## src/rtl/int_to_float_if.sv

```systemverilog
// Start/busy/done handshake and operand/result bus for the iterative int-to-float converter.
interface int_to_float_if;
    logic        start;
    logic [31:0] in_int;
    logic        busy;
    logic        done;
    logic [31:0] value;

    modport master (output start, output in_int, input busy, input done, input value);
    modport slave  (input start, input in_int, output busy, output done, output value);
endinterface

```

## src/rtl/int_to_float.sv

```systemverilog
// Iterative signed 32-bit integer to IEEE-754 single converter.
// Normalises SHIFT bits per cycle, then rounds (RNE or truncate) in a single step.
module int_to_float #(
    parameter int unsigned SHIFT    = 1,
    parameter bit          ROUND_EN = 1'b1
) (
    input  logic           clk,
    input  logic           reset,
    int_to_float_if.slave  cvt
);

    localparam int unsigned MAG_W   = 32;
    localparam int unsigned EXP_W   = 9;
    localparam int unsigned MANT_W  = 23;
    localparam int unsigned SH_W    = 4;
    localparam logic [EXP_W-1:0] EXP_BIAS_TOP = 9'd158;

    localparam logic [1:0] IDLE  = 2'd0;
    localparam logic [1:0] NORM  = 2'd1;
    localparam logic [1:0] ROUND = 2'd2;
    localparam logic [1:0] DONE  = 2'd3;

    logic [1:0]        state_q, state_d;
    logic              sign_q,  sign_d;
    logic [MAG_W-1:0]  mag_q,   mag_d;
    logic [EXP_W-1:0]  exp_q,   exp_d;
    logic [31:0]       value_q, value_d;
    logic              busy_q,  busy_d;
    logic              done_q,  done_d;

    logic [SH_W-1:0]   sh_amt;
    logic              sh_hit;
    logic [MANT_W-1:0] mant;
    logic              rnd_g;
    logic              rnd_s;
    logic              rnd_inc;
    logic [MANT_W:0]   mant_sum;
    logic [MANT_W-1:0] mant_r;
    logic [EXP_W-1:0]  exp_r;

    // State register
    always_ff @(posedge clk) begin
        if (reset) begin
            state_q <= IDLE;
            sign_q  <= 1'b0;
            mag_q   <= '0;
            exp_q   <= '0;
            value_q <= '0;
            busy_q  <= 1'b0;
            done_q  <= 1'b0;
        end else begin
            state_q <= state_d;
            sign_q  <= sign_d;
            mag_q   <= mag_d;
            exp_q   <= exp_d;
            value_q <= value_d;
            busy_q  <= busy_d;
            done_q  <= done_d;
        end
    end

    // Next state, datapath and registered-output decode
    always_comb begin
        state_d = state_q;
        sign_d  = sign_q;
        mag_d   = mag_q;
        exp_d   = exp_q;
        value_d = value_q;

        // Shift by min(SHIFT, leading zeros) so mag[31] is never overshot
        sh_amt = '0;
        sh_hit = 1'b0;
        for (int unsigned i = 0; i < SHIFT; i++) begin
            if (!sh_hit) begin
                if (!mag_q[MAG_W-1-i]) begin
                    sh_amt = SH_W'(i + 1);
                end else begin
                    sh_hit = 1'b1;
                end
            end
        end

        mant     = mag_q[30:8];
        rnd_g    = mag_q[7];
        rnd_s    = |mag_q[6:0];
        rnd_inc  = ROUND_EN && rnd_g && (rnd_s || mant[0]);
        mant_sum = {1'b0, mant} + (MANT_W+1)'(rnd_inc);
        if (mant_sum[MANT_W]) begin
            mant_r = '0;
            exp_r  = exp_q + 9'd1;
        end else begin
            mant_r = mant_sum[MANT_W-1:0];
            exp_r  = exp_q;
        end

        case (state_q)
            IDLE: begin
                if (cvt.start) begin
                    sign_d  = cvt.in_int[31];
                    mag_d   = cvt.in_int[31] ? MAG_W'(-cvt.in_int) : cvt.in_int;
                    exp_d   = EXP_BIAS_TOP;
                    state_d = NORM;
                end
            end
            NORM: begin
                // A zero operand passes through here for one non-busy cycle
                if (mag_q == '0) begin
                    value_d = '0;
                    state_d = DONE;
                end else if (mag_q[MAG_W-1]) begin
                    state_d = ROUND;
                end else begin
                    mag_d = mag_q << sh_amt;
                    exp_d = exp_q - EXP_W'(sh_amt);
                end
            end
            ROUND: begin
                value_d = {sign_q, exp_r[7:0], mant_r};
                state_d = DONE;
            end
            DONE: begin
                state_d = IDLE;
            end
            default: begin
                state_d = IDLE;
            end
        endcase

        busy_d = ((state_d == NORM) && (mag_d != '0)) || (state_d == ROUND);
        done_d = (state_d == DONE);
    end

    assign cvt.busy  = busy_q;
    assign cvt.done  = done_q;
    assign cvt.value = value_q;

endmodule

```

## src/flat_wrapper.sv

```systemverilog
// flat-port wrapper written by rule: the top's interface ports become plain ports
module int_to_float_flat 
#(
    parameter int unsigned SHIFT    = 1,
    parameter bit          ROUND_EN = 1'b1
)
  (clk, reset, cvt_start, cvt_in_int, cvt_busy, cvt_done, cvt_value);
  int_to_float_if cvt_i ();
  input  logic clk;
  input  logic reset;
  input wire logic [$bits(cvt_i.start)-1:0] cvt_start;
  input wire logic [$bits(cvt_i.in_int)-1:0] cvt_in_int;
  output wire logic [$bits(cvt_i.busy)-1:0] cvt_busy;
  output wire logic [$bits(cvt_i.done)-1:0] cvt_done;
  output wire logic [$bits(cvt_i.value)-1:0] cvt_value;
  assign cvt_i.start = cvt_start;
  assign cvt_i.in_int = cvt_in_int;
  assign cvt_busy = cvt_i.busy;
  assign cvt_done = cvt_i.done;
  assign cvt_value = cvt_i.value;
  int_to_float #(.SHIFT(SHIFT), .ROUND_EN(ROUND_EN)) u_core (.clk(clk), .reset(reset), .cvt(cvt_i));
endmodule
```

## config.mk

```make
export PLATFORM = sky130hd
export DESIGN_NAME = int_to_float_flat
export DESIGN_NICKNAME = d
export VERILOG_FILES = /design/src/rtl/int_to_float_if.sv /design/src/rtl/int_to_float.sv /design/src/flat_wrapper.sv
export SDC_FILE = /design/constraint.sdc
export NUM_CORES = 1
export LEC_CHECK = 0
export BUFFER_PORTS_ARGS = -buffer_cell sky130_fd_sc_hd__buf_2
export CORE_MARGIN = 8
export CORE_UTILIZATION = 41
export DETAILED_ROUTE_END_ITERATION = 7
export GPL_ROUTABILITY_DRIVEN = 1
export GPL_TIMING_DRIVEN = 0
export PLACE_DENSITY = 0.66
export SETUP_SLACK_MARGIN = 0.02
export SLEW_MARGIN = 10
export SYNTH_ARGS = -nofsm -noshare
export SYNTH_HDL_FRONTEND = slang
export SYNTH_SLANG_ARGS = --single-unit
```

## constraint.sdc

```tcl
create_clock -name clk -period 6.9 [get_ports clk]
set_input_delay 1.035 -clock clk [delete_from_list [all_inputs] [get_ports clk]]
set_output_delay 1.035 -clock clk [all_outputs]
set_load 0.02 [all_outputs]
```

==> results_dict.tcl <==
set metrics [dict create \
    hp-start "u_core.cvt.value[13]" \
    port_buffers 68 \
    synth.avg_cell_area_um2 7.81 \
    fin_ws_ns 3.15 \
    first_iter_violations 483 \
    cts_buffers 9 \
    synth_edf_count 0 \
    root_buffer "clkbuf_16" \
    grt_setup_unrepaired "false" \
    synth_async_sr_flop_share_pct 0 \
    placementRows 39 \
    netlist_instances 596 \
    slew_viol_final 0 \
    wl_per_cell_um 18.4 \
    vias_per_cell 5.81 \
    io_pins 69 \
    cts_setup_buffers 0 \
    clk_pin_slew_ns 0.06 \
    finalSetupTns_ns 0 \
    skew_ns 0.0101 \
    die_w_um 123 \
    diodes 0 \
    grt_antenna_before_repair 0 \
    cpMaxStageDelayCell "a2111oi_0" \
    ant_nets 0 \
    p_int_mw 0.877 \
    synth_area_leader_cell "dfxtp_1" \
    status "complete, but fails checks" \
    netlist_top_cells_area "dfxtp_1 (33%), nor2_1 (7.5%), a22oi_1 (6.1%), xnor2_1 (5.5%), xor2_1 (5.1%)" \
    drt-total-wl_um 15100 \
    hold_viol_final 0 \
    hold_ws_ns 0.485 \
    cts_tree "done" \
    cts-hold-fix-buffers 0 \
    hold_class "flip-flop to flip-flop" \
    powerDensity_nw_per_um2 228 \
    hold-path-endpoint "u_core.cvt.value[13]" \
    drive_above_1_share_pct 14.2 \
    placed_cells 807 \
    r2r_slack_ns 3.78 \
    grt_overflow 0 \
    drc_errors 2 \
    power.share.clock_pct 39.6 \
    dr.pass1.iters 8 \
    yosysWarnings 0 \
    gp_congestion 0.922 \
    ys_seq_elements 77 \
    period_share_pct 54.4 \
    cp.required_ns 7.10 \
    cp.arrival_ns 3.96 \
    layout_min_cycle_time_ns 3.75 \
    p_comb_share_pct 20.1 \
    ctsResizeCount 0 \
    synth_cell_types 61 \
    area_delta_synth_final_pct 17.7 \
    grtUsageTotal_pct 20.4 \
    violations "design-rule violations" \
    cp_max_fo 8 \
    synth_nets 636 \
    drv_cap 0 \
    htreeDepth 3 \
    crit_type "primary input to flip-flop" \
    endpoint_kind "flip-flop" \
    synth_top_cell_area_share_pct 33.1 \
    grt_max_degree 13 \
    clock_latency_ns 0.34 \
    cp_cell_sequence "buf_2 -> inv_1 -> ha_1 -> or4b_1 -> nor4_2 -> a31oi_1 -> xnor2_1 -> o21ai_0 -> a2111oi_0 -> and4_1 -> a31oi_1" \
    path_buf_inv 2 \
    start_util_pct 41.3 \
    setup_viol 0 \
    detailed_place_hpwl_um 11800 \
    cts_sinks 77 \
    grt_pass1_wl_um 24200 \
    max_stage_delay_ns 0.55 \
    finalCoreUtilization_pct 48.6 \
    switching_share_pct 29.8 \
    hold-path-cell-count 2 \
    peakVddDrop_v 0.000139 \
    ys_seq_area_share_pct 33.1 \
    cts_buffer_depth 2 \
    design.core.area_um2 11300 \
    power.share.sequential_pct 40.3 \
    grt_pass1_vias 4606 \
    num_vias 4774 \
    leakage_nw 2.12 \
    ys.flop_type "dfxtp_1" \
    layout.nets 715 \
    relSlewSlack_pct 50.4 \
    place_ws_ns 2.88 \
    critPathTopFamily "simple AND/OR/NAND/NOR gates" \
    instances_no_fill 821 \
    power_switching_mw 0.372 \
    fmax_ghz 0.266 \
    crit-reg2reg-launch "u_core.mag_q[31]" \
    cpMostUsedCell "a31oi_1" \
    die-area_um2 15000 \
    r2r_cells 9 \
    worstMarginPinSlew_ns 0.743 \
    die_y_um 123 \
    start_kind "primary input" \
    synthesis.area_um2 4660 \
    worst_r2r_endpoint "u_core.cvt.busy" \
]
cell families after synthesis:
kind of cell / Yosys count / share of synthesized area [%]
AOI/OAI and AO/OA: 142 / 21.2
xor gates and xnor gates: 56 / 10.5
adders and majority gates: 5 / 1.34
buffers and inverters: 51 / 4.19
DFF: 77 / 33.1
muxes: 6 / 1.34
and+or+nand+nor: 259 / 28.3
power groups by stage:
stage               logic (mW)  registers [mW]  clock network [mW]
floorplan                0.169           0.502                   0
global placement         0.246           0.511                   0
detailed placement       0.247           0.512                   0
CTS                      0.248           0.502               0.498
global route             0.277           0.506               0.521
finish                   0.251           0.503               0.495
how the worst max path moves through the flow:
stage | startpoint | end | slack [ns] | depth (start not counted)
after floorplan | cvt_in_int[1] | u_core.cvt.busy | 3.73 | 10
after global routing | cvt_in_int[0] | u_core.cvt.busy | 2.94 | 11
final | cvt_in_int[0] | u_core.cvt.busy | 3.15 | 11
after global placement | cvt_in_int[0] | u_core.cvt.busy | 2.90 | 11
after detailed placement | cvt_in_int[0] | u_core.cvt.busy | 2.88 | 11
after CTS | cvt_in_int[0] | u_core.cvt.busy | 3.24 | 11
layout by cell type (no fill, tap or decap), drive strengths merged, types with 4 or more instances in the layout:
cell type  synthesis  final
a22o               5      5
or4                6      6
ha                 5      5
a221oi             4      4
dfxtp             77     77
inv               13     13
xnor2             29     29
clkbuf            32     41
nand2             37     37
a22oi             38     38
mux2i              4      4
nor2b             18     18
xor2              27     27
o21ai             18     18
a21oi             34     34
nor4              15     15
nand3             19     19
a31oi              4      4
buf                6     74
nor3b              5      5
nand4             17     17
nor3              18     18
and3               9      9
nand2b             5      5
nor2              93     93
o31ai              9      9
cells in the mapped netlist (2+ instances only):
library cell / number
nand2b_1: 5
nand2_1: 37
inv_1: 13
a22oi_1: 38
a21boi_0: 2
nand3_1: 19
o21ai_0: 16
mux2i_1: 4
o22ai_1: 3
nand4_1: 17
o31a_1: 2
and4_1: 3
o21bai_1: 2
buf_1: 3
nor2b_1: 18
nor4_1: 12
or3_1: 3
and3_1: 9
ha_1: 5
and2_1: 3
a22o_1: 5
o211ai_1: 2
xnor2_1: 29
a221o_1: 2
or4_1: 5
dfxtp_1: 77
nor4bb_1: 2
clkbuf_1: 32
nor3_1: 17
nor2_1: 93
xor2_1: 27
o41ai_1: 2
o31ai_1: 8
a221oi_1: 4
nor4_2: 3
mux2_2: 2
a2111oi_0: 3
buf_2: 3
o21ai_1: 2
a31oi_1: 4
nor3b_1: 5
a41o_1: 2
a21oi_1: 34
a222oi_1: 2
state kept, by name (all words and copies together) (netlist names):
register	count
u_core.cvt.value	32
u_core.mag_q	32
u_core.exp_q	8
u_core.state_q	2
u_core.cvt.busy	1
u_core.cvt.done	1
u_core.sign_q	1
worst register-to-register path, stage by stage, from the launching register on:
cell and delay, ns:
dfxtp_1 0.39, nor3b_1 0.32, clkbuf_1 0.48, nor2_1 0.20
clkbuf_1 0.30, a22oi_1 0.20, o21ai_0 0.15, a2111oi_0 0.55
and4_1 0.31, a31oi_1 0.09
through the flow:
step	cell area [µm²]	power [mW]
3_5_place_dp	5180	0.759
6_report	5480	1.25
5_1_grt	5480	1.30
4_1_cts	5480	1.25
3_3_place_gp	5180	0.757
2_1_floorplan	4660	0.671
routing by layer:
metal	up-vias	part of all wire [%]	GRT usage (%)
met4	0	2.0	8.07
met1	2218	45	26.9
met2	208	45	32.6
li1	2327	-	-
met3	21	7.8	3.40
met5	-	0	0
cell type report:
| class | instances | area (µm²) |
|---|---|---|
| fill | 1139 | 5790 |
| multi-input combinational | 468 | 2920 |
| sequential | 77 | 1540 |
| timing repair buffer | 68 | 340 |
| clock buffer | 9 | 225 |
| tap | 143 | 179 |
| buffer | 38 | 146 |
| clock inverter | 5 | 77.6 |
| inverter | 13 | 48.8 |
(Power assumes the default switching activity.)
